<file path="src/rtl/calc1_port_seq.sv">
// Queues calc1 requests and plays them onto a single calc1 port one at a time:
// CMD/op1, DATA/op2, bounded wait for a response, then a held result for handshake.
module calc1_port_seq #(
  parameter int DEPTH   = 4,
  parameter int TIMEOUT = 15
) (
  input  logic        c_clk,
  input  logic        reset,
  input  logic        in_valid,
  output logic        in_ready,
  input  logic [3:0]  in_cmd,
  input  logic [31:0] in_op1,
  input  logic [31:0] in_op2,
  output logic [3:0]  req_cmd_out,
  output logic [31:0] req_data_out,
  input  logic [1:0]  out_resp,
  input  logic [31:0] out_data,
  output logic        res_valid,
  input  logic        res_ready,
  output logic [1:0]  res_resp,
  output logic [31:0] res_data,
  output logic        res_timeout,
  output logic        busy
);

  localparam int PW = $clog2(DEPTH);
  localparam int CW = $clog2(DEPTH + 1);
  localparam int TW = $clog2(TIMEOUT + 1);
  localparam logic [CW-1:0] DEPTH_C   = CW'(DEPTH);
  localparam logic [TW-1:0] TIMEOUT_C = TW'(TIMEOUT);

  typedef enum logic [2:0] {
    S_IDLE,
    S_CMD,
    S_DATA,
    S_WAIT,
    S_HOLD
  } state_t;

  state_t state_reg, state_next;

  // request FIFO storage
  logic [3:0]  cmd_mem [DEPTH];
  logic [31:0] op1_mem [DEPTH];
  logic [31:0] op2_mem [DEPTH];

  logic [PW-1:0] wr_ptr_reg, rd_ptr_reg;
  logic [CW-1:0] count_reg, count_next;
  logic          in_ready_reg;
  logic          push, pop, fifo_empty;
  logic [3:0]    head_cmd;

  logic [3:0]  cur_cmd_reg;
  logic [31:0] cur_op1_reg, cur_op2_reg;

  logic [TW-1:0] wait_cnt_reg, wait_cnt_next;

  logic          cap_en;
  logic [1:0]    cap_resp;
  logic [31:0]   cap_data;
  logic          cap_timeout;

  logic [3:0]  req_cmd_reg;
  logic [31:0] req_data_reg;
  logic        res_valid_reg;
  logic [1:0]  res_resp_reg;
  logic [31:0] res_data_reg;
  logic        res_timeout_reg;
  logic        busy_reg;

  assign fifo_empty = (count_reg == '0);
  assign push       = in_valid & in_ready_reg;
  assign pop        = (state_reg == S_IDLE) & ~fifo_empty;
  assign head_cmd   = cmd_mem[rd_ptr_reg];

  always_ff @(posedge c_clk) begin
    if (push) begin
      cmd_mem[wr_ptr_reg] <= in_cmd;
      op1_mem[wr_ptr_reg] <= in_op1;
      op2_mem[wr_ptr_reg] <= in_op2;
    end
  end

  always_comb begin
    count_next = count_reg;
    case ({push, pop})
      2'b10:   count_next = count_reg + CW'(1);
      2'b01:   count_next = count_reg - CW'(1);
      default: count_next = count_reg;
    endcase
  end

  // in_ready follows the post-edge occupancy, so a full FIFO never accepts
  // even when a pop happens in the same cycle.
  always_ff @(posedge c_clk or posedge reset) begin
    if (reset) begin
      wr_ptr_reg   <= '0;
      rd_ptr_reg   <= '0;
      count_reg    <= '0;
      in_ready_reg <= 1'b0;
    end else begin
      if (push) wr_ptr_reg <= wr_ptr_reg + PW'(1);
      if (pop)  rd_ptr_reg <= rd_ptr_reg + PW'(1);
      count_reg    <= count_next;
      in_ready_reg <= (count_next < DEPTH_C);
    end
  end

  always_ff @(posedge c_clk or posedge reset) begin
    if (reset) begin
      cur_cmd_reg <= '0;
      cur_op1_reg <= '0;
      cur_op2_reg <= '0;
    end else if (pop && head_cmd != 4'd0) begin
      cur_cmd_reg <= cmd_mem[rd_ptr_reg];
      cur_op1_reg <= op1_mem[rd_ptr_reg];
      cur_op2_reg <= op2_mem[rd_ptr_reg];
    end
  end

  always_comb begin
    state_next    = state_reg;
    wait_cnt_next = wait_cnt_reg;
    cap_en        = 1'b0;
    cap_resp      = 2'd0;
    cap_data      = 32'd0;
    cap_timeout   = 1'b0;
    case (state_reg)
      S_IDLE: begin
        // a zero command is popped and dropped without leaving IDLE
        if (!fifo_empty && head_cmd != 4'd0) state_next = S_CMD;
      end
      S_CMD: state_next = S_DATA;
      S_DATA: begin
        state_next    = S_WAIT;
        wait_cnt_next = '0;
      end
      S_WAIT: begin
        wait_cnt_next = wait_cnt_reg + TW'(1);
        if (out_resp != 2'd0) begin
          state_next  = S_HOLD;
          cap_en      = 1'b1;
          cap_resp    = out_resp;
          cap_data    = out_data;
        end else if (wait_cnt_next == TIMEOUT_C) begin
          state_next  = S_HOLD;
          cap_en      = 1'b1;
          cap_resp    = 2'd3;
          cap_timeout = 1'b1;
        end
      end
      S_HOLD: begin
        if (res_ready) state_next = S_IDLE;
      end
      default: state_next = S_IDLE;
    endcase
  end

  // Port registers trail the state by one edge, so CMD reaches the port two
  // edges after the request is accepted.
  always_ff @(posedge c_clk or posedge reset) begin
    if (reset) begin
      state_reg       <= S_IDLE;
      wait_cnt_reg    <= '0;
      req_cmd_reg     <= '0;
      req_data_reg    <= '0;
      res_valid_reg   <= 1'b0;
      res_resp_reg    <= '0;
      res_data_reg    <= '0;
      res_timeout_reg <= 1'b0;
      busy_reg        <= 1'b0;
    end else begin
      state_reg    <= state_next;
      wait_cnt_reg <= wait_cnt_next;
      busy_reg     <= (state_next != S_IDLE);
      case (state_reg)
        S_CMD: begin
          req_cmd_reg  <= cur_cmd_reg;
          req_data_reg <= cur_op1_reg;
        end
        S_DATA: begin
          req_cmd_reg  <= 4'd0;
          req_data_reg <= cur_op2_reg;
        end
        default: begin
          req_cmd_reg  <= 4'd0;
          req_data_reg <= 32'd0;
        end
      endcase
      if (cap_en) begin
        res_valid_reg   <= 1'b1;
        res_resp_reg    <= cap_resp;
        res_data_reg    <= cap_data;
        res_timeout_reg <= cap_timeout;
      end else if (state_reg == S_HOLD && res_ready) begin
        res_valid_reg <= 1'b0;
      end
    end
  end

  assign in_ready     = in_ready_reg;
  assign req_cmd_out  = req_cmd_reg;
  assign req_data_out = req_data_reg;
  assign res_valid    = res_valid_reg;
  assign res_resp     = res_resp_reg;
  assign res_data     = res_data_reg;
  assign res_timeout  = res_timeout_reg;
  assign busy         = busy_reg;

endmodule

</file>
<file path="config.mk">
export PLATFORM = sky130hd
export DESIGN_NAME = calc1_port_seq
export DESIGN_NICKNAME = d
export VERILOG_FILES = /design/src/rtl/calc1_port_seq.sv
export SDC_FILE = /design/constraint.sdc
export NUM_CORES = 1
export LEC_CHECK = 0
export ABC_AREA = 1
export BUFFER_PORTS_ARGS = -buffer_cell sky130_fd_sc_hd__buf_2
export CORE_ASPECT_RATIO = 1.25
export CORE_MARGIN = 5
export CORE_UTILIZATION = 50
export CTS_CLUSTER_DIAMETER = 60
export DETAILED_ROUTE_END_ITERATION = 16
export PLACE_DENSITY = 0.7
export SYNTH_ARGS = -nofsm -noshare
export SYNTH_HDL_FRONTEND = slang
export SYNTH_SLANG_ARGS = --single-unit
</file>
<file path="constraint.sdc">
create_clock -name c_clk -period 6 [get_ports c_clk]
set_clock_uncertainty 0.2 [all_clocks]
set_input_delay 0.3 -clock c_clk [delete_from_list [all_inputs] [get_ports c_clk]]
set_output_delay 0.3 -clock c_clk [all_outputs]
set_load 0.03 [all_outputs]
</file>
==> After elaboration in Yosys (flattened, before gate mapping) <==
Memory sizes are Yosys's and may differ from the RTL's. A register that Yosys moved wholly into a read port is not among the register bits.
Cells that the tools add are included.
{ "totals": {"mem_bits_rw": 272, "latchBits": 0, "romBits": 0, "regBits": 92, "input_bits": 106, "output_inout_bits": 74, "n_memories": 3} }
{ "op_classes": {"reduce_logical": 11, "shift": 0, "add_sub_neg": 5, "n_lt_le_gt_ge": 1, "div": 0, "n_eq_ne": 7, "muxes": 23, "bitwise": 3, "mul": 0} }
{ "mem_list": {"columns": ["memory", "depth", "width", "rd", "rd_clocked_by_memory_dff", "write_ports", "line", "source"], "rows": [
  ["op1_mem", 4, 32, 1, 1, 1, "44", "logic [31:0] op1_mem [DEPTH];"],
  ["op2_mem", 4, 32, 1, 1, 1, "45", "logic [31:0] op2_mem [DEPTH];"],
  ["cmd_mem", 4, 4, 1, 0, 1, "43", "logic [3:0] cmd_mem [DEPTH];"]
]} }
{ "op_table": {"columns": ["cell", "n"], "rows": [
  ["two-way mux 32 bit", 2],
  ["one-hot mux 32 bit (2 select lines)", 1],
  ["one-hot mux 3 bit (5 select lines)", 1],
  ["two-way mux 3 bit", 4],
  ["two-way mux 1 bit", 9],
  ["one-hot mux 4 bit (2 select lines)", 1],
  ["== test 3 x 2 -> 1 bit (second input constant)", 2],
  ["zero test 3 bit", 2],
  ["two-way mux 2 bit", 3],
  ["one-hot mux 3 bit (2 select lines)", 1],
  ["nonzero test 2 bit", 3],
  ["adder 2 x 1 -> 2 bit (second input constant)", 2],
  ["adder 4 x 1 -> 4 bit (second input constant)", 1],
  ["== test 4 bit (second input constant)", 1],
  ["two-way mux 4 bit", 1],
  ["nonzero test 4 bit", 1],
  ["adder 3 x 1 -> 3 bit (second input constant)", 1],
  ["== test 3 x 1 -> 1 bit (second input constant)", 1],
  ["== test 3 bit (second input constant)", 1],
  ["logical AND 1 bit", 3],
  ["< comparator 3 bit (second input constant)", 1],
  ["nonzero test 3 bit", 1],
  ["subtractor 3 x 1 -> 3 bit (second input constant)", 1],
  ["bitwise AND 1 bit", 2],
  ["4 further kinds", 4]
]} }

==> Longest topological paths before layout <==
{ "logic_depth": {"word_depth": 6, "depth_mapped": 11} }

==> Worst setup path before layout <==
Ideal clock, no wire load.
{ "synth_path": {"path_type": "reg-to-reg", "startpoint": "register in_ready_reg, in the netlist in_ready", "endpoint": "memory cmd_mem[0][0] (enable)", "arrival_time_ns": 3.608, "synth_period_minus_slack_ns": 4.303, "setup_ns": 0.495, "slack_ns": 1.697, "path_stages_with_launch": 3, "path_buffers": 0, "cell_sequence": "dfrtp_1 > nand2_1 > nor2_1"} }
{ "synth_between": {"elab_chain_len": 3} }
{ "synth_rtl": {"columns": ["element", "line", "source"], "rows": [
  ["from (decl)", "49", "logic in_ready_reg;"],
  ["from (signal assigned)", "105", "in_ready_reg <= (count_next < DEPTH_C);"],
  ["bitwise AND 1 bit", "72", "assign push = in_valid & in_ready_reg;"],
  ["two-way mux 1 bit", "77", "if (push) begin"],
  ["two-way mux 1 bit (not written as such)", "78", "cmd_mem[wr_ptr_reg] <= in_cmd;"],
  ["to (decl)", "43", null]
]} }
Every way passes these cells.

==> Worst setup path in the final report <==
{ "layout_path": {"startpoint": "register rd_ptr_reg[0]", "endpoint": "register busy_reg, in the netlist busy"} }
{ "layout_between": {"elab_chain_len": 6} }
{ "layout_rtl": {"columns": ["element", "line", "source"], "rows": [
  ["from (decl)", "47", "logic [PW-1:0] wr_ptr_reg, rd_ptr_reg;"],
  ["from (signal assigned)", "103", "if (pop) rd_ptr_reg <= rd_ptr_reg + PW'(1);"],
  ["memory read (4 x 4 bit)", null, null],
  ["nonzero test 4 bit", "131", "if (!fifo_empty && head_cmd != 4'd0) state_next = S_CMD;"],
  ["logical AND 1 bit", "131", null],
  ["two-way mux 3 bit", "131", null],
  ["one-hot mux 3 bit (5 select lines)", "128", "case (state_reg)"],
  ["nonzero test 3 bit", "175", "busy_reg <= (state_next != S_IDLE);"],
  ["to (signal assigned)", "175", null],
  ["to (decl)", "69", "logic busy_reg;"]
]} }
Every way passes these cells.
A chain may end at the register's enable or synchronous reset.

==> impl_metrics.json <==
{
  "cts_max_path_buffers": 3,
  "ioPinCount": 180,
  "period_share": 0.702,
  "synth_area_um2": 16300,
  "r2r_slack_ns": 1.79,
  "leakagePower_uw": 0.00818,
  "dpl-instance-area_um2": 17400,
  "synthFlopType": "edfxtp_1",
  "drv_slew": 0,
  "drive_above_1_share": 0.175,
  "cts_tree": "yes",
  "cts.sinks": 428,
  "met2_usage": 0.366,
  "synth_seq_area_share": 0.742,
  "vdd_drop_max_uv": 341,
  "grt_pass1_vias": 11000,
  "setup_violations": 0,
  "path_max_fanout": 88,
  "fin_nets": 1676,
  "fin_setup_tns_ns": 0,
  "drt_iter0_markers": 1012,
  "dieHeight_um": 212,
  "hold_path_class": "primary input to register",
  "outcome": "finished clean",
  "grt_use_met1": 0.273,
  "worst_pin_slew_ns": 1.20,
  "gr-max-usage-layer": "met2",
  "required_ns": 6.18,
  "yosys_register_bits": 428,
  "reg.largest.list": "op1_mem (128), op2_mem (128)",
  "mostFrequentLayoutCells": "272 x edfxtp_1, 246 x nand2_1, 179 x buf_2",
  "hold_violations": 0,
  "synth_fp_nets": 1420,
  "avgViaCountPerCell": 5.43,
  "cellPowerDensity_nw_per_um2": 517,
  "dr.pass1.iters": 5,
  "cts_max_level": 2,
  "cts_inserted_buffers": 42,
  "crit_type": "register to register",
  "core.rowCount": 73,
  "ys_types": 29,
  "min_period_ns": 4.21,
  "routed_wl_um": 38200,
  "multi_input_area_um2": 3710,
  "ant_nets": 0,
  "cp_data_arrival_time_ns": 4.40,
  "slew_headroom": 0.198,
  "clk_latency_ns": 0.54,
  "antenna_found_initial": 3,
  "regArea_um2": 12100,
  "drc": 0,
  "synth-async-reset-ratio": 0.364,
  "die_w_um": 171,
  "ys_warn_count": 0,
  "max_freq_ghz": 0.237,
  "cp-start-kind": "register",
  "design_area_um2": 19900,
  "gp_congestion": 0.788,
  "rsz0062_at_grt": "false",
  "dieArea_um2": 36200,
  "maxCapViolCount": 0,
  "wl_per_cell_um": 19.0,
  "clkTransAtPathRegs_ns": 0.06,
  "layout_commonest_cell": "edfxtp_1",
  "grt_max_degree": 109,
  "cts_root_buf": "clkbuf_16",
  "grt_use_met3": 0.0340,
  "avgSynthCellArea_um2": 12.4,
  "nFillCells": 2436,
  "dpl.hpwl_um": 21400,
  "synthCells": 1306,
  "io_buffers": 179,
  "core_area_um2": 32000,
  "grt_pass1_wl_um": 59300,
  "start_util": 0.509,
  "cp-end-kind": "register",
  "syn2layout_area_growth_pct": 22.3,
  "grt_overflow": 0,
  "vias": 10900,
  "grt_usage": 0.208,
  "synth_edf_count": 272
}
what timing repair did:
action,in CTS,in global routing
hold buffers,104,0
hold endpoints to repair,415,0
resized for setup,0,0
buffers inserted,0,0
kinds of logic after synthesis:
group | Yosys count | synth area share
and+or+nand+nor | 513 | 0.130
DFF | 428 | 0.742
AOI/OAI and AO/OA | 233 | 0.0866
buffers and inverters | 118 | 0.0313
adders and majority gates | 8 | 0.00662
xor gates and xnor gates | 5 | 0.00269
muxes | 1 | 0.000693
final timing paths:
check | from | endpoint | cells after the start
max | rd_ptr_reg[0] | busy | 8
min | in_valid | wr_ptr_reg[1] | 4
max reg2reg | rd_ptr_reg[0] | busy | 8
min reg2reg | res_data[21] | res_data[21] | 2
max in group asynchronous | reset | rd_ptr_reg[0] | 4
min in group asynchronous | reset | res_data[30] | 3
power by group:
| part | switching, µW | total, µW | leakage [µW] | internal (µW) |
|---|---|---|---|---|
| combinational | 2380 | 3390 | 0.00307 | 1010 |
| sequential | 395 | 4300 | 0.00443 | 3910 |
| clock | 1100 | 2590 | 0.000678 | 1490 |
| total | 3870 | 10300 | 0.00818 | 6410 |
metrics by stage:
step	total power [µW]	cells	util	hold WS (ns)	setup slack, ns
2_1_floorplan	6700	1306	-	0.199	1.29
3_3_place_gp	7610	1826	0.546	0.248	1.87
3_5_place_dp	7700	1826	0.546	0.254	1.79
4_1_cts	10400	2008	0.622	0.205	1.77
5_1_grt	10900	2010	0.622	0.268	1.46
6_report	10300	2010	0.622	0.222	1.79
worst max-delay path: stages (launching register included):
cell	delay, ns
dfrtp_4	1.03
inv_4	0.45
nand2_1	0.17
nand3_1	0.07
nand2_1	0.17
nand4_4	0.83
nand2_2	0.26
buf_4	0.62
nand3_1	0.15
cells in the mapped netlist (all sizes together) (2+ instances only):
cell type | instances | area share
nor2 | 144 | 0.034
dfrtp | 156 | 0.24
nand2 | 247 | 0.057
a21oi | 3 | 0.00092
xor2 | 4 | 0.0022
buf | 30 | 0.011
inv | 32 | 0.0075
nand4 | 2 | 0.0017
edfxtp | 272 | 0.50
a32o | 32 | 0.020
ha | 7 | 0.0054
o22ai | 65 | 0.025
nand3 | 116 | 0.036
clkbuf | 56 | 0.013
o21ai | 133 | 0.041
layer usage:
layer | up-vias | wire [µm] | part of all wire
li1 | 5151 | - | -
met1 | 5315 | 15600 | 0.41
met2 | 389 | 19200 | 0.50
met3 | 51 | 2690 | 0.070
met4 | 2 | 674 | 0.018
met5 | - | 13 | 0.00034
final cells by class:
cell class | count | area share
Sequential cell | 428 | 0.608
Multi-Input combinational cell | 760 | 0.187
Timing Repair Buffer | 298 | 0.103
Clock buffer | 54 | 0.0614
Tap cell | 412 | 0.0259
Clock inverter | 24 | 0.00856
Inverter | 32 | 0.00642
Antenna cell | 2 | 0.000252
Power figures use the tool's default switching activity.
